--- config.mk ---
export PLATFORM = sky130hd
export DESIGN_NAME = fb_rd_ctrl
export DESIGN_NICKNAME = d
export VERILOG_FILES = /design/src/rtl/fb_rd_ctrl.sv
export SDC_FILE = /design/constraint.sdc
export NUM_CORES = 1
export LEC_CHECK = 0
export BUFFER_PORTS_ARGS = -buffer_cell sky130_fd_sc_hd__buf_4
export CAP_MARGIN = 20
export CORE_MARGIN = 1
export CORE_UTILIZATION = 58
export DETAILED_ROUTE_END_ITERATION = 12
export PLACE_DENSITY = 0.85
export SYNTH_ARGS = -nofsm -noshare
export SYNTH_HDL_FRONTEND = slang
export SYNTH_SLANG_ARGS = --single-unit
--- constraint.sdc ---
create_clock -name clk -period 3.7 [get_ports clk]
set_input_delay 0.37 -clock clk [delete_from_list [all_inputs] [get_ports clk]]
set_output_delay 0.37 -clock clk [all_outputs]
set_load 0.03 [all_outputs]
--- src/rtl/fb_rd_ctrl.sv ---
`default_nettype none
// ============================================================================
//  Module      : fb_rd_ctrl
//  Description : Frame-buffer read controller. On a start request it reads
//                FRAME_LEN consecutive words from a synchronous memory
//                (one-cycle read latency). The starting address is
//                base_addr, and the address wraps modulo 2^ADDR_WIDTH. The
//                words are streamed to a valid/ready consumer through a
//                2-entry first-word-fall-through FIFO.
//  Revision    : 1.0 - initial release
// ----------------------------------------------------------------------------
//  Ports
//    clk          in   1           rising-edge clock
//    reset        in   1           synchronous active-high reset
//    start        in   1           frame read request (accepted in IDLE only)
//    base_addr    in   ADDR_WIDTH  first word address, captured on start
//    mem_rd_en    out  1           read strobe to data memory
//    mem_rd_addr  out  ADDR_WIDTH  read address (holds when mem_rd_en=0)
//    mem_rd_data  in   DATA_WIDTH  read data, valid the cycle after the strobe
//    out_data     out  DATA_WIDTH  FIFO head word
//    out_valid    out  1           out_data holds a word
//    out_ready    in   1           consumer accepts the head word
//    busy         out  1           a frame is in progress (READ or DRAIN)
//    frame_done   out  1           one-cycle pulse after the last transfer
// ============================================================================
module fb_rd_ctrl #(
  parameter int DATA_WIDTH = 8,
  parameter int ADDR_WIDTH = 3,
  parameter int FRAME_LEN  = 4
) (
  input  logic                  clk,
  input  logic                  reset,
  input  logic                  start,
  input  logic [ADDR_WIDTH-1:0] base_addr,
  output logic                  mem_rd_en,
  output logic [ADDR_WIDTH-1:0] mem_rd_addr,
  input  logic [DATA_WIDTH-1:0] mem_rd_data,
  output logic [DATA_WIDTH-1:0] out_data,
  output logic                  out_valid,
  input  logic                  out_ready,
  output logic                  busy,
  output logic                  frame_done
);

  // The remaining-word counter must be able to hold FRAME_LEN = 2^ADDR_WIDTH.
  localparam int                CNT_W       = ADDR_WIDTH + 1;
  localparam logic [CNT_W-1:0]  C_FRAME_LEN = CNT_W'(FRAME_LEN);

  typedef enum logic [1:0] {
    S_IDLE  = 2'd0,
    S_READ  = 2'd1,
    S_DRAIN = 2'd2
  } state_t;

  // --------------------------------------------------------------------------
  // Registers
  // --------------------------------------------------------------------------
  state_t                  r_state;
  logic [ADDR_WIDTH-1:0]   r_ptr;         // next address to read
  logic [ADDR_WIDTH-1:0]   r_last_addr;   // address of the most recent read
  logic [CNT_W-1:0]        r_remaining;   // reads still to issue this frame
  logic                    r_inflight;    // a read was issued last cycle
  logic                    r_frame_done;

  logic [DATA_WIDTH-1:0]   r_fifo_mem [0:1];
  logic                    r_wr_idx;
  logic                    r_rd_idx;
  logic [1:0]              r_count;       // FIFO occupancy, 0..2

  // --------------------------------------------------------------------------
  // Combinational control
  // --------------------------------------------------------------------------
  logic                    w_pop;
  logic                    w_push;
  logic [2:0]              w_level;
  logic [2:0]              w_limit;
  logic                    w_issue;
  logic [1:0]              w_count_next;

  assign w_pop  = (r_count != 2'd0) && out_ready;
  // Memory data belongs to us exactly one cycle after the strobe; the
  // inflight flag is cleared by reset so an aborted read is never captured.
  assign w_push = r_inflight;

  // A read may be issued only if, counting words already buffered and the
  // one still in flight, there is guaranteed space when its data returns.
  // A pop in this same cycle frees one slot in time for that.
  assign w_level = {1'b0, r_count} + {2'b00, r_inflight};
  assign w_limit = 3'd2 + {2'b00, w_pop};
  assign w_issue = (r_state == S_READ) &&
                   (r_remaining != '0) &&
                   (w_level < w_limit);

  assign w_count_next = r_count + {1'b0, w_push} - {1'b0, w_pop};

  // --------------------------------------------------------------------------
  // Outputs
  // --------------------------------------------------------------------------
  // The read strobe reacts to out_ready in the same cycle so a full FIFO
  // being drained does not cost a bubble; the address mux keeps the last
  // issued address visible while the strobe is low.
  assign mem_rd_en   = w_issue;
  assign mem_rd_addr = w_issue ? r_ptr : r_last_addr;

  assign out_valid   = (r_count != 2'd0);
  assign out_data    = r_fifo_mem[r_rd_idx];
  assign busy        = (r_state != S_IDLE);
  assign frame_done  = r_frame_done;

  // --------------------------------------------------------------------------
  // Control FSM with address pointer and word counter
  // --------------------------------------------------------------------------
  always_ff @(posedge clk) begin
    if (reset) begin
      r_state      <= S_IDLE;
      r_ptr        <= '0;
      r_last_addr  <= '0;
      r_remaining  <= '0;
      r_inflight   <= 1'b0;
      r_frame_done <= 1'b0;
    end else begin
      r_frame_done <= 1'b0;
      r_inflight   <= w_issue;

      if (w_issue) begin
        r_last_addr <= r_ptr;
        r_ptr       <= r_ptr + ADDR_WIDTH'(1);
        r_remaining <= r_remaining - CNT_W'(1);
      end

      case (r_state)
        S_IDLE: begin
          // start is only looked at here, so a request during a frame
          // has no effect on pointer, counter or outputs.
          if (start) begin
            r_state     <= S_READ;
            r_ptr       <= base_addr;
            r_remaining <= C_FRAME_LEN;
          end
        end

        S_READ: begin
          if (w_issue && (r_remaining == CNT_W'(1))) begin
            r_state <= S_DRAIN;
          end
        end

        S_DRAIN: begin
          // No reads are issued here. Once the FIFO will be empty after
          // this edge (the last outstanding read already landed), the frame
          // is complete; frame_done appears together with busy falling.
          if (w_count_next == 2'd0 && !r_inflight) begin
            r_state      <= S_IDLE;
            r_frame_done <= 1'b1;
          end
        end

        default: begin
          r_state <= S_IDLE;
        end
      endcase
    end
  end

  // --------------------------------------------------------------------------
  // 2-entry FWFT FIFO. The issue rule guarantees it never overflows, and
  // out_valid gating guarantees it never underflows.
  // --------------------------------------------------------------------------
  always_ff @(posedge clk) begin
    if (reset) begin
      r_wr_idx      <= 1'b0;
      r_rd_idx      <= 1'b0;
      r_count       <= 2'd0;
      r_fifo_mem[0] <= '0;
      r_fifo_mem[1] <= '0;
    end else begin
      if (w_push) begin
        r_fifo_mem[r_wr_idx] <= mem_rd_data;
        r_wr_idx             <= ~r_wr_idx;
      end
      if (w_pop) begin
        r_rd_idx <= ~r_rd_idx;
      end
      r_count <= w_count_next;
    end
  end

endmodule
`default_nettype wire

After elaboration in Yosys (flattened, before gate mapping)
Memories as Yosys holds them, arrays and structs flattened. A register that Yosys moved wholly into a read port is not among the register bits. Index checks and enable logic that the tools add are counted.

Register bits: 18. RAM bits: 16. Input port bits: 15. Output and inout port bits: 15. Memories kept: 1.

Memories: r_fifo_mem (depth 2, bits a word 8, read ports 1, clocked after memory_dff 1, wr ports 2, line 65) `logic [DATA_WIDTH-1:0] r_fifo_mem [0:1];`.

Add/subtract/negate cells: 6. $lt $le $gt $ge: 1. Equality and inequality tests: 6. Multiplexer cells: 22. Bitwise operators: 3. Reductions and logical operators: 14.

Operators by type and width (count): $mux W3 (4); $mux W4 (3); $mux W1 (10); $mux W8 (1); $reduce_or A8 Y1 (1); $mux W2 (3); $pmux W2 S3 (1); $logic_and A1 B1 Y1 (5); $eq A4 B1 Y1 const B (1); $logic_not A2 Y1 (2); $ne A2 B2 Y1 const B (2); $reduce_bool A2 Y1 (2); $reduce_bool A4 Y1 (1); $sub A4 B1 Y4 const B (1); $add A2 B1 Y3 (1); $add A2 B1 Y3 const A (1); $add A3 B1 Y3 const B (1); $lt A3 B3 Y1 (1); $not A1 Y1 (3); $reduce_and A3 Y1 (1); $add A2 B1 Y2 (1); $eq A2 B1 Y1 const B (1); $eq A2 B2 Y1 const B (1); $ne A2 B1 Y1 const B (1); other kinds (3) (3).

Longest topological paths before layout
Gate-level depths: netlist of the first run.

Depth in word-level cells: 8. Mapped depth: 7. Depth with buffers taken out: 7.

Worst setup path after synthesis of the first run
OpenSTA, ideal clock, no wires.

Kind: reg-to-output. From: reg r_inflight. To: out mem_rd_addr[0]. Arrival: 1.711 ns. Data required time: 3.330 ns. Setup slack: 1.619 ns. Cell stages (with the launch flop): 6. Cell sequence: dfxtp_1 ha_1 ha_1 or3_2 o21ai_0 nand2_1.

Word-level cells in the longest chain between the ends: 4.

RTL lines: start: declaration (line 62) `logic r_inflight;`; start signal: assignment (line 123) `r_inflight <= w_issue;`; $add A2 B1 Y3 (line 88) `assign w_level = {1'b0, r_count} + {2'b00, r_inflight};`; $lt A3 B3 Y1 (line 92) `(w_level < w_limit);`; $logic_and A1 B1 Y1 (line 91) `(r_remaining != '0) &&`; $mux W3 (line 103) `assign mem_rd_addr = w_issue ? r_ptr : r_last_addr;`; end: declaration (line 36) `output logic [ADDR_WIDTH-1:0] mem_rd_addr,`.

Every way passes these cells.

Worst setup path after layout of the first run
From: reg r_inflight. To: out mem_rd_addr[1].

The elaborated chain is that of the path after synthesis.

==> flow_summary.json, run 1 <==
{
  "status": "complete, no violations",
  "arrival_ns": 2.35,
  "cts-htree-levels": 2,
  "r2r_cells": 5,
  "placed_area_um2": 1890,
  "hold_depth": 2,
  "die_w_um": 55.3,
  "path_class": "flop to output pin",
  "cts-hold-fix-buffers": 0,
  "antenna_found_initial": 0,
  "num-nets-final": 209,
  "yosysMostFrequentCell": "dfxtp_1",
  "hold-path-endpoint": "r_fifo_mem[1][3]$_SDFFCE_PN0P_",
  "combPwrFrac_pct": 12.0,
  "cp-end-kind": "output pin",
  "r2r-start": "r_inflight$_SDFF_PP0_",
  "final_cell_area_um2": 1990,
  "cts_resized": 0,
  "power_density_nw_per_um2": 439,
  "r2r_setup_slack_ns": 1.53,
  "grt_max_degree": 24,
  "post-route-drc-count": 0,
  "syn-num-nets": 175,
  "synth_compound_area_share_pct": 10.5,
  "cts.sinks": 35,
  "cts_made_buffers": 5,
  "drive_gt1_share_pct": 27.5,
  "p_sw_mw": 0.199,
  "cp.required_ns": 3.33,
  "io_buffers": 29,
  "grt_overflow_total": 0,
  "track_usage_pct": 24.4,
  "syn_to_final_growth_pct": 21.0,
  "synth_top_area_share_pct": 29.2,
  "wire_per_inst_um": 16.0,
  "yosys_warnings": 0,
  "fin_worst_skew_ns": 0.0102,
  "drt-total-wl_um": 3500,
  "setup_ws_ns": 0.982,
  "rows": 18,
  "timing.slew.headroom_pct": 42.1,
  "synth_edf_count": 16,
  "synth_mux_area_share_pct": 6.08,
  "drv_cap": 0,
  "syn_area_um2": 1650,
  "dieArea_um2": 3060,
  "power_mw": 0.874,
  "clk-insertion-delay-late_ns": 0.34,
  "max_freq_ghz": 0.368,
  "min_path_type": "input pin to flop",
  "start_kind": "flop",
  "slew_viol_final": 0,
  "ys_seq_area_share_pct": 52.3,
  "place_ws_ns": 1.38,
  "fin_crit_sh_pct": 73.4,
  "synth_top_family_by_area": "simple AND/OR/NAND/NOR gates",
  "ys.flop_type": "dfxtp_1",
  "yosys-top-cells-count": "dfxtp_1 (19), and2_1 (16), edfxtp_1 (16)",
  "clkSlewWorstSetupHoldPaths_ns": 0.11,
  "yosysTopAreaCell": "edfxtp_1",
  "antenna_left": 0,
  "synth-seq-cells": 35,
  "tritoncts": "yes",
  "ys_types": 38,
  "reg2reg_to": "r_ptr[0]$_SDFF_PP0_",
  "pwr-share-seq_pct": 49.4,
  "synth_cells": 154,
  "ir_drop_mv": 0.423,
  "via_per_inst": 5.93,
  "clk_path_buf_depth": 2,
  "avgSynthCellArea_um2": 10.7,
  "dr.pass1.iters": 4,
  "synth_simple_gate_area_share_pct": 22.6,
  "clockPowerShare_pct": 38.6,
  "async_flop_share_pct": 0,
  "start_util_pct": 63.6,
  "intPower_mw": 0.675,
  "grt_pass1_wl_um": 5710,
  "cts_setup_buffers": 0,
  "timing.hold.ws_ns": 0.303,
  "tns_ns": 0,
  "cp_max_fo": 8,
  "hpwl_um": 2580,
  "final_hold_viol_count": 0,
  "worstHoldStart": "mem_rd_data[3]",
  "core_area_um2": 2590,
  "diodes": 0,
  "grt_pass1_vias": 1299,
  "synth_xor_area_share_pct": 1.06,
  "drtIter0Drc": 54,
  "worst_slew_pin_slew_ns": 0.867,
  "synth.area.top_cells": "edfxtp_1 (29%), dfxtp_1 (23%), and2_1 (6.1%)",
  "finalSetupViolCount": 0,
  "gp_congestion": 0.851,
  "vias": 1299,
  "num_io_pins": 30,
  "die_height_um": 55.3,
  "cts_root_buf": "clkbuf_4",
  "synthAdderAreaFrac_pct": 4.56,
  "p_sw_share_pct": 22.8,
  "leakagePower_nw": 0.856,
  "fin_crit_ns": 2.72,
  "grt_setup_unrepaired": "no"
}
[worst max path at each step]
stage,end,startpoint,slack [ns],depth (start not counted)
2_1_floorplan,mem_rd_addr[0],r_inflight$_SDFF_PP0_,1.62,5
3_3_place_gp,mem_rd_addr[0],r_inflight$_SDFF_PP0_,1.52,6
3_5_place_dp,mem_rd_addr[1],r_inflight$_SDFF_PP0_,1.38,6
4_1_cts,mem_rd_addr[1],r_inflight$_SDFF_PP0_,0.99,6
5_1_grt,mem_rd_addr[1],r_inflight$_SDFF_PP0_,0.84,6
6_report,mem_rd_addr[1],r_inflight$_SDFF_PP0_,0.98,6
[power by group through the flow]
stage | clock network [mW] | registers [mW] | logic [mW]
global route | 0.353 | 0.434 | 0.113
floorplan | 0 | 0.437 | 0.0676
detailed placement | 0 | 0.441 | 0.105
finish | 0.338 | 0.432 | 0.105
CTS | 0.339 | 0.432 | 0.105
global placement | 0 | 0.439 | 0.0994
[metal layers]
| layer | global-route usage, % | vias to the layer above | share of wire, % |
|---|---|---|---|
| li1 | - | 618 | - |
| met1 | 28.7 | 621 | 43 |
| met2 | 40.3 | 51 | 49 |
| met3 | 6.32 | 9 | 5.6 |
| met4 | 13.9 | 0 | 2.5 |
| met5 | 0 | - | 0 |
[cell type report]
| type | instances | area [µm²] |
|---|---|---|
| clock buffer | 6 | 41.3 |
| clock inverter | 2 | 60.1 |
| fill | 169 | 598 |
| inverter | 8 | 30.0 |
| multi-input combinational | 108 | 737 |
| sequential | 35 | 861 |
| tap | 30 | 37.5 |
| timing repair buffer | 30 | 225 |
[registers in the layout, indices dropped and copies added, names as in the netlist, named ones only]
signal       count
frame_done       1
r_ptr            3
r_fifo_mem      16
r_wr_idx         1
r_state          2
r_inflight       1
r_rd_idx         1
r_remaining      4
r_count          2
r_last_addr      3
[cell families after synthesis]
family | Yosys count
buffers and inverters | 11
AOI/OAI and AO/OA | 27
adders and majority gates | 6
DFF | 35
xor gates and xnor gates | 2
muxes | 9
and+or+nand+nor | 64
[per-stage QoR]
step           utilization [%]  std cells
2_1_floorplan                -        154
3_3_place_gp              73.0        211
3_5_place_dp              73.0        211
4_1_cts                   76.9        219
5_1_grt                   76.9        219
6_report                  76.9        219
[critical path, stage by stage (launching register included)]
cell	delay [ns]
dfxtp_1	0.40
ha_1	0.24
ha_1	0.23
or3_2	0.55
o21ai_0	0.28
nand2_1	0.12
buf_4	0.18
[placed cells by master (no fill, tap or decap), drive strengths merged, types with 2 or more instances in the layout]
cell type and n:
a31oi 2, ha 6, or3 3, inv 8
mux2 8, buf 30, edfxtp 16, dfxtp 19
and2 16, nor3 4, nor2 11, nor4 2
nor2b 3, o21ai 9, or3b 2, nand3 4
a21oi 6, bufinv 2, or2 2, or4b 2
o21a 3, nor3b 4, clkbuf 6, nand2 9
a2111oi 2
Power figures use the tool's default switching activity.
==> run 2: changes to the inputs <==
- CORE_UTILIZATION: 58 -> 49
- PLACE_DENSITY: 0.85 -> 0.76
- clock period: 3.7 -> 2.4 ns (I/O delays scaled with it)
==> flow_summary.json, run 2 (synthesis gave the netlist of run 1 again) <==
{
  "dr.pass1.iters": 4,
  "fill_cells": 255,
  "cts-htree-levels": 2,
  "grt_pass1_vias": 1181,
  "status": "complete, no violations",
  "path_class": "flop to output pin",
  "via_per_inst": 5.34,
  "diodes": 0,
  "crit_top_cell": "ha_1",
  "clkSlewWorstSetupHoldPaths_ns": 0.11,
  "tritoncts": "yes",
  "ir_drop_mv": 0.532,
  "max_freq_ghz": 0.446,
  "antenna_left": 0,
  "cp-end-kind": "output pin",
  "place_ws_ns": 0.314,
  "antenna_found_initial": 0,
  "leakagePower_nw": 0.850,
  "drv_cap": 0,
  "power_density_nw_per_um2": 619,
  "ff_latch_area_um2": 862,
  "grt_pass1_wl_um": 4930,
  "cts_root_buf": "clkbuf_4",
  "grt_max_degree": 24,
  "multi_input_area_um2": 758,
  "reg_top3": "r_fifo_mem x16, r_remaining x4",
  "top_register": "r_fifo_mem",
  "cp.required_ns": 2.16,
  "grt_overflow_total": 0,
  "critPathSlowestCell": "or3_4",
  "crit_chain": "ha_1 -> ha_1 -> or3_4 -> o21ai_1 -> nand2_1 -> buf_4",
  "drive_gt1_share_pct": 29.6,
  "fin_worst_skew_ns": 0.00533,
  "rows": 20,
  "cts-hold-fix-buffers": 0,
  "hold_depth": 2,
  "worst_slew_pin_slew_ns": 0.796,
  "dieArea_um2": 3600,
  "fin_crit_sh_pct": 93.3,
  "timing.hold.ws_ns": 0.182,
  "min_path_type": "input pin to flop",
  "clk_path_buf_depth": 2,
  "drtIter0Drc": 19,
  "syn_to_final_growth_pct": 21.9,
  "grt_setup_unrepaired": "no",
  "layout_commonest_cell": "buf_4",
  "wire_per_inst_um": 13.4,
  "start_kind": "flop",
  "timing.slew.headroom_pct": 46.8,
  "largest_reg_flops": 16,
  "hpwl_um": 2270,
  "core_area_um2": 3130,
  "io_buffers": 29,
  "r2r_cells": 6,
  "track_usage_pct": 18.9,
  "final_cell_mix": "buf_4 (30), dfxtp_1 (18), and2_1 (16), edfxtp_1 (16), nor2_1 (11)",
  "start_util_pct": 52.6,
  "num-nets-final": 209,
  "cts.sinks": 35,
  "drt-total-wl_um": 3120,
  "die_w_um": 60.0,
  "cts_made_buffers": 5,
  "gp_congestion": 0.738,
  "clk-insertion-delay-late_ns": 0.34,
  "setup_ws_ns": 0.160,
  "vias": 1245,
  "arrival_ns": 2.00,
  "slew_viol_final": 0,
  "die_height_um": 60.0,
  "critPathMaxStageDelay_ns": 0.45,
  "cp_max_fo": 5,
  "finalSetupViolCount": 0,
  "final_hold_viol_count": 0,
  "post-route-drc-count": 0,
  "fin_crit_ns": 2.24,
  "num_io_pins": 30
}
-- run 2: worst paths after layout --
path / from / endpoint / slack (ns)
setup reg to reg: r_remaining[1]$_SDFF_PP0_ / r_ptr[2]$_SDFF_PP0_ / 0.35
hold reg to reg: r_last_addr[0]$_SDFF_PP0_ / r_last_addr[0]$_SDFF_PP0_ / 0.51
hold / removal: mem_rd_data[0] / r_fifo_mem[0][0]$_SDFFCE_PN0P_ / 0.18
setup / recovery: r_count[0]$_SDFF_PP0_ / mem_rd_addr[1] / 0.16
-- run 2: final cells by class --
cell class              count  share of cell area (%)
flip-flops and latches     35                    43.0
multi-input cells         108                    37.8
repair buffers             30                    11.2
well taps                  44                    2.74
clock inverters             3                    1.93
clock buffers               5                    1.87
inverters                   8                    1.50
-- run 2: layer usage --
| metal | routed length, µm | GRT usage, % | up-vias |
|---|---|---|---|
| met2 | 1650 | 34.0 | 34 |
| met4 | 46 | 7.97 | 0 |
| met5 | 0 | 0 | - |
| met3 | 149 | 5.84 | 5 |
| met1 | 1270 | 20.2 | 580 |
| li1 | - | - | 626 |
-- run 2: critical path, delay by kind of cell (launching register included) --
| family | cells | cell delay (ns) |
|---|---|---|
| buffers and inverters | 1 | 0.16 |
| AO/OA/AOI/OAI | 1 | 0.17 |
| flip-flops | 1 | 0.35 |
| adder cells (fa/ha/maj) | 2 | 0.45 |
| AND/OR/NAND/NOR | 2 | 0.52 |
-- run 2: metrics by stage --
stage          utilization [%]  power [mW]  area, µm²  instances  TNS, ns
2_1_floorplan                -       0.777       1650        154        0
3_3_place_gp              61.0       0.831       1910        225        0
3_5_place_dp              61.0       0.838       1910        225        0
4_1_cts                   63.5        1.24       1990        233  -0.0618
5_1_grt                   64.2        1.29       2010        233        0
6_report                  64.2        1.24       2010        233        0
-- run 2: power by group --
| group | leakage, nW | internal, mW | switching, mW |
|---|---|---|---|
| clock network | 0.0426 | 0.214 | 0.198 |
| logic | 0.487 | 0.0715 | 0.0940 |
| registers | 0.321 | 0.648 | 0.0165 |
| total | 0.850 | 0.934 | 0.308 |
-- run 2: timing repair --
| item | in CTS | in global routing |
|---|---|---|
| endpoints found under the setup margin | 4 | 4 |
| cloned | 0 | 0 |
| buffers inserted | 0 | 0 |
| resized for setup | 2 | 7 |
